### config.mk
export PLATFORM = sky130hd
export DESIGN_NAME = pixel_stream_framer
export DESIGN_NICKNAME = d
export VERILOG_FILES = /design/src/rtl/video_pkg.sv /design/src/rtl/sync_fifo.sv /design/src/rtl/pixel_stream_framer.sv
export SDC_FILE = /design/constraint.sdc
export NUM_CORES = 1
export LEC_CHECK = 0
export BUFFER_PORTS_ARGS = -buffer_cell sky130_fd_sc_hd__buf_2
export CAP_MARGIN = 25
export CELL_PAD_IN_SITES_DETAIL_PLACEMENT = 1
export CELL_PAD_IN_SITES_GLOBAL_PLACEMENT = 2
export CORE_MARGIN = 1
export CORE_UTILIZATION = 46
export CTS_CLUSTER_DIAMETER = 30
export DETAILED_ROUTE_END_ITERATION = 10
export HOLD_SLACK_MARGIN = 0.03
export PLACE_DENSITY_LB_ADDON = 0.3
export SLEW_MARGIN = 0
export SYNTH_ARGS = -nofsm -noshare
export SYNTH_HDL_FRONTEND = slang
export SYNTH_SLANG_ARGS = --single-unit
### constraint.sdc
create_clock -name CLOCK -period 3.05 [get_ports CLOCK]
set_clock_uncertainty 0.2 [all_clocks]
set_input_delay 0.1525 -clock CLOCK [delete_from_list [all_inputs] [get_ports CLOCK]]
set_output_delay 0.1525 -clock CLOCK [all_outputs]
set_load 0.01 [all_outputs]
### src/rtl/video_pkg.sv
// Shared definitions for the pixel stream path: framer FSM encoding,
// tag bit positions in the stored FIFO word, and default sensor geometry.
package video_pkg;

   localparam logic [1:0] ST_IDLE      = 2'd0;
   localparam logic [1:0] ST_FRAME     = 2'd1;
   localparam logic [1:0] ST_FRAME_END = 2'd2;

   localparam int DEF_COLUMNS = 320;
   localparam int DEF_ROWS    = 320;

   // Stored word layout: {SOF, EOL, pixel[dw-1:0]}
   function automatic int sof_pos(input int dw);
      return dw + 1;
   endfunction

   function automatic int eol_pos(input int dw);
      return dw;
   endfunction

endpackage

### src/rtl/sync_fifo.sv
// Single-clock first-word-fall-through FIFO; RD_DATA always shows the head entry.
module sync_fifo #(
   parameter int DW = 12,
   parameter int AW = 4
) (
   input  logic          CLOCK,
   input  logic          RESET,
   input  logic          WR_EN,
   input  logic [DW-1:0] WR_DATA,
   input  logic          RD_EN,
   output logic [DW-1:0] RD_DATA,
   output logic          EMPTY,
   output logic          FULL
);

   logic [DW-1:0] mem [2**AW];
   logic [AW:0]   wr_ptr;
   logic [AW:0]   rd_ptr;
   logic          do_wr;
   logic          do_rd;

   assign EMPTY   = (wr_ptr == rd_ptr);
   assign FULL    = (wr_ptr[AW] != rd_ptr[AW]) && (wr_ptr[AW-1:0] == rd_ptr[AW-1:0]);
   assign do_rd   = RD_EN & ~EMPTY;
   // A simultaneous read frees the slot, so a full FIFO can still accept.
   assign do_wr   = WR_EN & (~FULL | do_rd);
   assign RD_DATA = mem[rd_ptr[AW-1:0]];

   always_ff @(posedge CLOCK or negedge RESET) begin
      if (!RESET) begin
         wr_ptr <= '0;
         rd_ptr <= '0;
         for (int i = 0; i < 2**AW; i++) mem[i] <= '0;
      end else begin
         if (do_wr) begin
            mem[wr_ptr[AW-1:0]] <= WR_DATA;
            wr_ptr              <= wr_ptr + 1'b1;
         end
         if (do_rd) rd_ptr <= rd_ptr + 1'b1;
      end
   end

endmodule

### src/rtl/pixel_stream_framer.sv
// Turns sync-delimited camera pixels into a SOF/EOL-tagged valid/ready stream,
// checking line length and line count and flagging FIFO overflow.
module pixel_stream_framer
   import video_pkg::*;
#(
   parameter int D_WIDTH   = 10,
   parameter int C_COLUMNS = DEF_COLUMNS,
   parameter int C_ROWS    = DEF_ROWS,
   parameter int FIFO_AW   = 4
) (
   input  logic               CLOCK,
   input  logic               RESET,
   input  logic [D_WIDTH-1:0] PIX_DATA,
   input  logic               PIX_EN,
   input  logic               H_SYNC,
   input  logic               V_SYNC,
   output logic [D_WIDTH-1:0] OUT_DATA,
   output logic               OUT_SOF,
   output logic               OUT_EOL,
   output logic               OUT_VALID,
   input  logic               OUT_READY,
   output logic               LINE_ERR,
   output logic               FRAME_OK,
   output logic               FRAME_ERR,
   output logic               OVERFLOW
);

   localparam int CW    = $clog2(C_COLUMNS + 1);
   localparam int RW    = $clog2(C_ROWS + 1);
   localparam int TW    = D_WIDTH + 2;
   localparam int SOF_B = sof_pos(D_WIDTH);
   localparam int EOL_B = eol_pos(D_WIDTH);
   localparam logic [CW-1:0] COL_EXP = CW'(C_COLUMNS);
   localparam logic [RW-1:0] ROW_EXP = RW'(C_ROWS);

   logic [1:0]         state;
   logic               h_q1, h_q2, v_q1, v_q2;
   logic               h_fall, v_rise, v_fall;
   logic               in_frame, accept, line_end, flush, entering;
   logic               push, pop, ovf_evt, frame_bad;
   logic               hold_vld, hold_sof, sof_arm, err_flag;
   logic [D_WIDTH-1:0] hold_data;
   logic [CW-1:0]      col_cnt;
   logic [RW-1:0]      row_cnt;
   logic [TW-1:0]      push_data;
   logic [TW-1:0]      head;
   logic               fifo_empty, fifo_full;

   assign h_fall    = h_q2 & ~h_q1;
   assign v_rise    = v_q1 & ~v_q2;
   assign v_fall    = v_q2 & ~v_q1;
   assign in_frame  = (state == ST_FRAME);
   assign entering  = v_rise & (state != ST_FRAME);
   assign accept    = PIX_EN & H_SYNC & V_SYNC & in_frame;
   assign line_end  = in_frame & h_fall;
   assign flush     = line_end & hold_vld;
   assign push      = flush | (accept & hold_vld);
   assign pop       = OUT_READY & ~fifo_empty;
   assign ovf_evt   = push & fifo_full & ~pop;
   assign frame_bad = err_flag | (row_cnt != ROW_EXP) | OVERFLOW;

   always_comb begin
      push_data                = '0;
      push_data[D_WIDTH-1:0]   = hold_data;
      push_data[EOL_B]         = flush;
      push_data[SOF_B]         = hold_sof;
   end

   // V_SYNC copies reset high so a frame already running at reset release
   // never decodes as a rise; only the next genuine rise starts capture.
   always_ff @(posedge CLOCK or negedge RESET) begin
      if (!RESET) begin
         h_q1 <= 1'b0;
         h_q2 <= 1'b0;
         v_q1 <= 1'b1;
         v_q2 <= 1'b1;
      end else begin
         h_q1 <= H_SYNC;
         h_q2 <= h_q1;
         v_q1 <= V_SYNC;
         v_q2 <= v_q1;
      end
   end

   always_ff @(posedge CLOCK or negedge RESET) begin
      if (!RESET) begin
         state <= ST_IDLE;
      end else begin
         case (state)
            ST_IDLE:      if (v_rise) state <= ST_FRAME;
            ST_FRAME:     if (v_fall) state <= ST_FRAME_END;
            ST_FRAME_END: state <= v_rise ? ST_FRAME : ST_IDLE;
            default:      state <= ST_IDLE;
         endcase
      end
   end

   always_ff @(posedge CLOCK or negedge RESET) begin
      if (!RESET) begin
         hold_vld  <= 1'b0;
         hold_sof  <= 1'b0;
         hold_data <= '0;
         sof_arm   <= 1'b0;
      end else begin
         if (accept) begin
            hold_vld  <= 1'b1;
            hold_sof  <= sof_arm;
            hold_data <= PIX_DATA;
         end else if (flush) begin
            hold_vld  <= 1'b0;
         end
         if (entering)    sof_arm <= 1'b1;
         else if (accept) sof_arm <= 1'b0;
      end
   end

   always_ff @(posedge CLOCK or negedge RESET) begin
      if (!RESET) begin
         col_cnt   <= '0;
         row_cnt   <= '0;
         err_flag  <= 1'b0;
         OVERFLOW  <= 1'b0;
         LINE_ERR  <= 1'b0;
         FRAME_OK  <= 1'b0;
         FRAME_ERR <= 1'b0;
      end else begin
         LINE_ERR  <= line_end & (col_cnt != COL_EXP);
         FRAME_OK  <= (state == ST_FRAME_END) & ~frame_bad;
         FRAME_ERR <= (state == ST_FRAME_END) & frame_bad;
         if (entering) begin
            col_cnt  <= '0;
            row_cnt  <= '0;
            err_flag <= 1'b0;
            OVERFLOW <= 1'b0;
         end else begin
            // A pixel landing on the line-end cycle belongs to the next line.
            if (line_end)                    col_cnt <= accept ? CW'(1) : '0;
            else if (accept && col_cnt != '1) col_cnt <= col_cnt + 1'b1;
            if (line_end && row_cnt != '1)   row_cnt <= row_cnt + 1'b1;
            if ((line_end && col_cnt != COL_EXP) || ovf_evt) err_flag <= 1'b1;
            if (ovf_evt)                     OVERFLOW <= 1'b1;
         end
      end
   end

   sync_fifo #(.DW(TW), .AW(FIFO_AW)) u_fifo (
      .CLOCK   (CLOCK),
      .RESET   (RESET),
      .WR_EN   (push),
      .WR_DATA (push_data),
      .RD_EN   (pop),
      .RD_DATA (head),
      .EMPTY   (fifo_empty),
      .FULL    (fifo_full)
   );

   assign OUT_VALID = ~fifo_empty;
   assign OUT_DATA  = head[D_WIDTH-1:0];
   assign OUT_EOL   = head[EOL_B];
   assign OUT_SOF   = head[SOF_B];

endmodule

==> qor.csv <==
metric,value,unit
run status,completed,
critical path peak fanout,26,
Final Wtd Congestion,0.814,
Int Power,0.00928,W
r2r startpoint,state[1],
clk slew on worst S/H paths,0.05,ns
dominant cell by count in the synthesized netlist,dfrtp_1,
Max Used Layer,met4,
GR Overflow Total,0,
total routing usage reported by global routing,25.3,%
Root Buffer Master,clkbuf_16,
total die area,24900,um^2
Worst Max-Slew Pin Slew,0.781,ns
setup TNS after final layout,0,ns
Slew Limit Headroom,47.9,%
IO Port Bufs,32,
number of pins with negative max-slew slack in the final report,0,
Starting Density,47.2,%
post-layout minimum cycle time,2.87,ns
growth of design area from synthesis to finish,25.7,%
Critical Path Slowest Stage Cell,mux4_2,
1st-pass router iterations,4,
vias after detailed routing,7020,
latest clock arrival within the worst-skew pair,0.54,ns
top area cells in the synthesized netlist,"dfrtp_1, mux2_2, mux4_2",
register area share after synthesis,54.6,%
final-report hold violation count,0,
Antenna Cells,0,
startpoint kind of the worst setup timing path,register,
total power after layout,0.0130,W
count of cell types in the netlist,48,
largest net degree at the start of global routing,95,
top-area cell type share of the netlist area,54.2,%
Chip Width,158,um
length of routed wiring on met1,12800,um
TritonCTS buffer count,52,
endpoint class of the critical path,primary output,
post-layout net count,884,
Starting DRT DRC Count,324,
count of flip-flops with a built-in enable after synthesis,0,
Final setup viols,0,
fmax,0.348,GHz
worst reg-to-reg setup slack,0.37,ns
drt wl/cell,24.5,um
number of cell instances on the worst register-to-register path,6,
relative contribution of sequential cells to total power,33.7,%
critical register-to-register path endpoint,u_fifo.mem[104],
unrepaired setup endpoints after global routing,no,
most numerous cell types in the synthesized netlist,"dfrtp_1, mux2_2, mux4_2",
flip-flop cell with the highest count after synthesis,dfrtp_1,
Setup Crit Path Kind,register to primary output,
worst path required time,2.70,ns
vias per std cell,5.77,
Routed WL,29800,um
ys async rst share,100,%
wire length of the first global-routing pass,46700,um
Max-Cap Viols,0,
number of remaining DRC errors,0,
Layout fillers,2230,
number of nets with antenna violations after detailed routing,0,
share of the clock period used by the worst path after layout,94.3,%
maximum clock path buffer count,3,
row cnt,56,
Area after DPL,11900,um^2
final design area excluding fillers,14100,um^2
number of ports placed on the die boundary,33,
Max VDD drop,0.000671,V
Critical Path AT,2.52,ns
number of warnings reported in the yosys synthesis log,0,
switching power total,0.00376,W
chip height,158,um
dpl hpwl,17400,um
Synth area leader,dfrtp_1,
length of routed met3 wiring,1170,um
post-layout utilization of the core,59.3,%
post-synthesis cell area,11200,um^2
TritonCTS clock tree,built,
number of H-tree levels,2,
CTS sink cnt,244,
sw frac,28.8,%
post-synthesis sequential element count,244,
leak pwr,6.64,nW
number of antenna violations at the first check in global routing,0,
ordered cell list for the critical path,buf_16 > mux4_2 > a22oi_1 > nand2_1 > buf_2,
syn_area_per_cell,14.4,um^2
class of the tightest hold or removal check,primary input to async pin,
Mapped Nets,805,
combinational power share,18.5,%
post-synthesis cell count,778,
proportion of power drawn by the clock network,47.8,%
highest cell delay on the worst timing path,0.60,ns
share of final-layout standard cells stronger than drive strength 1,46.8,%
Core Box Area,23700,um^2
detailed route wirelength on metal2,15400,um
Power Density,928,nW/um^2
vias in the first global route,8030,
==> metal layers <==
metal / global-route usage (%) / up-vias
met3: 3.70 / 35
met1: 33.0 / 3796
li1: - / 3050
met5: 0 / -
met4: 7.03 / 0
met2: 43.9 / 139
==> stage by stage <==
step / cells / hold WS (ns) / worst slack, ns
detailed placement: 1104 / 0.0289 / 0.453
CTS: 1214 / 0.0620 / 0.00938
global placement: 1100 / 0.0122 / 0.298
floorplan: 778 / -0.343 / 0.515
global route: 1217 / 0.0823 / 0.0645
finish: 1217 / 0.0195 / 0.175
==> power by group through the flow <==
stage                     logic [W]  registers, W  clock network [W]
after floorplan             0.00175       0.00400                  0
after global placement      0.00224       0.00432                  0
after detailed placement    0.00231       0.00439                  0
after CTS                   0.00236       0.00438            0.00633
after global routing        0.00260       0.00447            0.00648
final                       0.00241       0.00440            0.00623
==> critical path, delay by kind of cell (launching register included) <==
family / cells / cell delay [ns]
AO/OA/AOI/OAI: 1 / 0.35
buffers and inverters: 2 / 0.41
flip-flops: 1 / 0.48
multiplexers: 1 / 0.60
AND/OR/NAND/NOR: 1 / 0.12
==> logic make-up (layout without fill, tap and decap cells) <==
kind of cell,after synthesis,after routing,synth area share (%)
AO/OA/AOI/OAI,68,68,4.40
buffers and inverters,70,190,2.55
AND/OR/NAND/NOR,108,108,4.97
XOR/XNOR,22,22,1.72
flip-flops,244,244,54.6
multiplexers,255,255,30.5
adder cells (fa/ha/maj),11,11,1.23
==> layout make-up <==
class / count / area, um^2 / share of cell area, %
repair buffers: 82 / 661 / 4.70
clock buffers: 69 / 1470 / 10.4
inverters: 13 / 48.8 / 0.347
multi-input cells: 464 / 4870 / 34.7
clock inverters: 26 / 492 / 3.50
flip-flops and latches: 244 / 6110 / 43.5
well taps: 319 / 399 / 2.84
==> repair_timing <==
action / CTS / global route
setup buffers: 0 / 0
gates resized for setup: 0 / 2
endpoints found under the hold margin: 192 / 0
setup endpoints to repair: 0 / 3
hold buffers: 15 / 0
==> registers in the layout, indices dropped and copies added (netlist names), 2 cells and up <==
name           count
col_cnt            9
hold_data         10
row_cnt            9
state              2
u_fifo.mem       192
u_fifo.rd_ptr      5
u_fifo.wr_ptr      5
==> worst max path at each step <==
stage / startpoint / slack (ns) / to / depth (start not counted)
after floorplan: u_fifo.rd_ptr[1] / 0.52 / u_fifo.mem[50] / 8
after global placement: state[1] / 0.30 / u_fifo.mem[77] / 4
after detailed placement: state[1] / 0.45 / u_fifo.mem[104] / 6
after CTS: u_fifo.rd_ptr[1] / 0.009 / OUT_EOL / 5
after global routing: u_fifo.rd_ptr[1] / 0.06 / OUT_DATA[9] / 5
final: u_fifo.rd_ptr[1] / 0.18 / OUT_DATA[9] / 5
==> cell usage in the layout (no fill, tap or decap), types with 6 or more instances in the layout <==
cell,instances
dlygate4sd3_1,15
buf_2,31
nor2b_1,7
xor2_1,12
dfrtp_1,240
clkbuf_16,53
nand2b_1,6
a211oi_2,7
bufinv_16,13
clkbuf_1,7
clkbuf_8,10
a21oi_1,10
nand2_1,27
mux4_2,48
nand3_1,14
mux2_2,195
nor2_1,24
mux2_1,10
a2111oi_2,7
a22oi_1,23
inv_1,13
ha_1,11
buf_4,27
clkinv_2,8
xnor2_1,10
(Power assumes the default switching activity.)
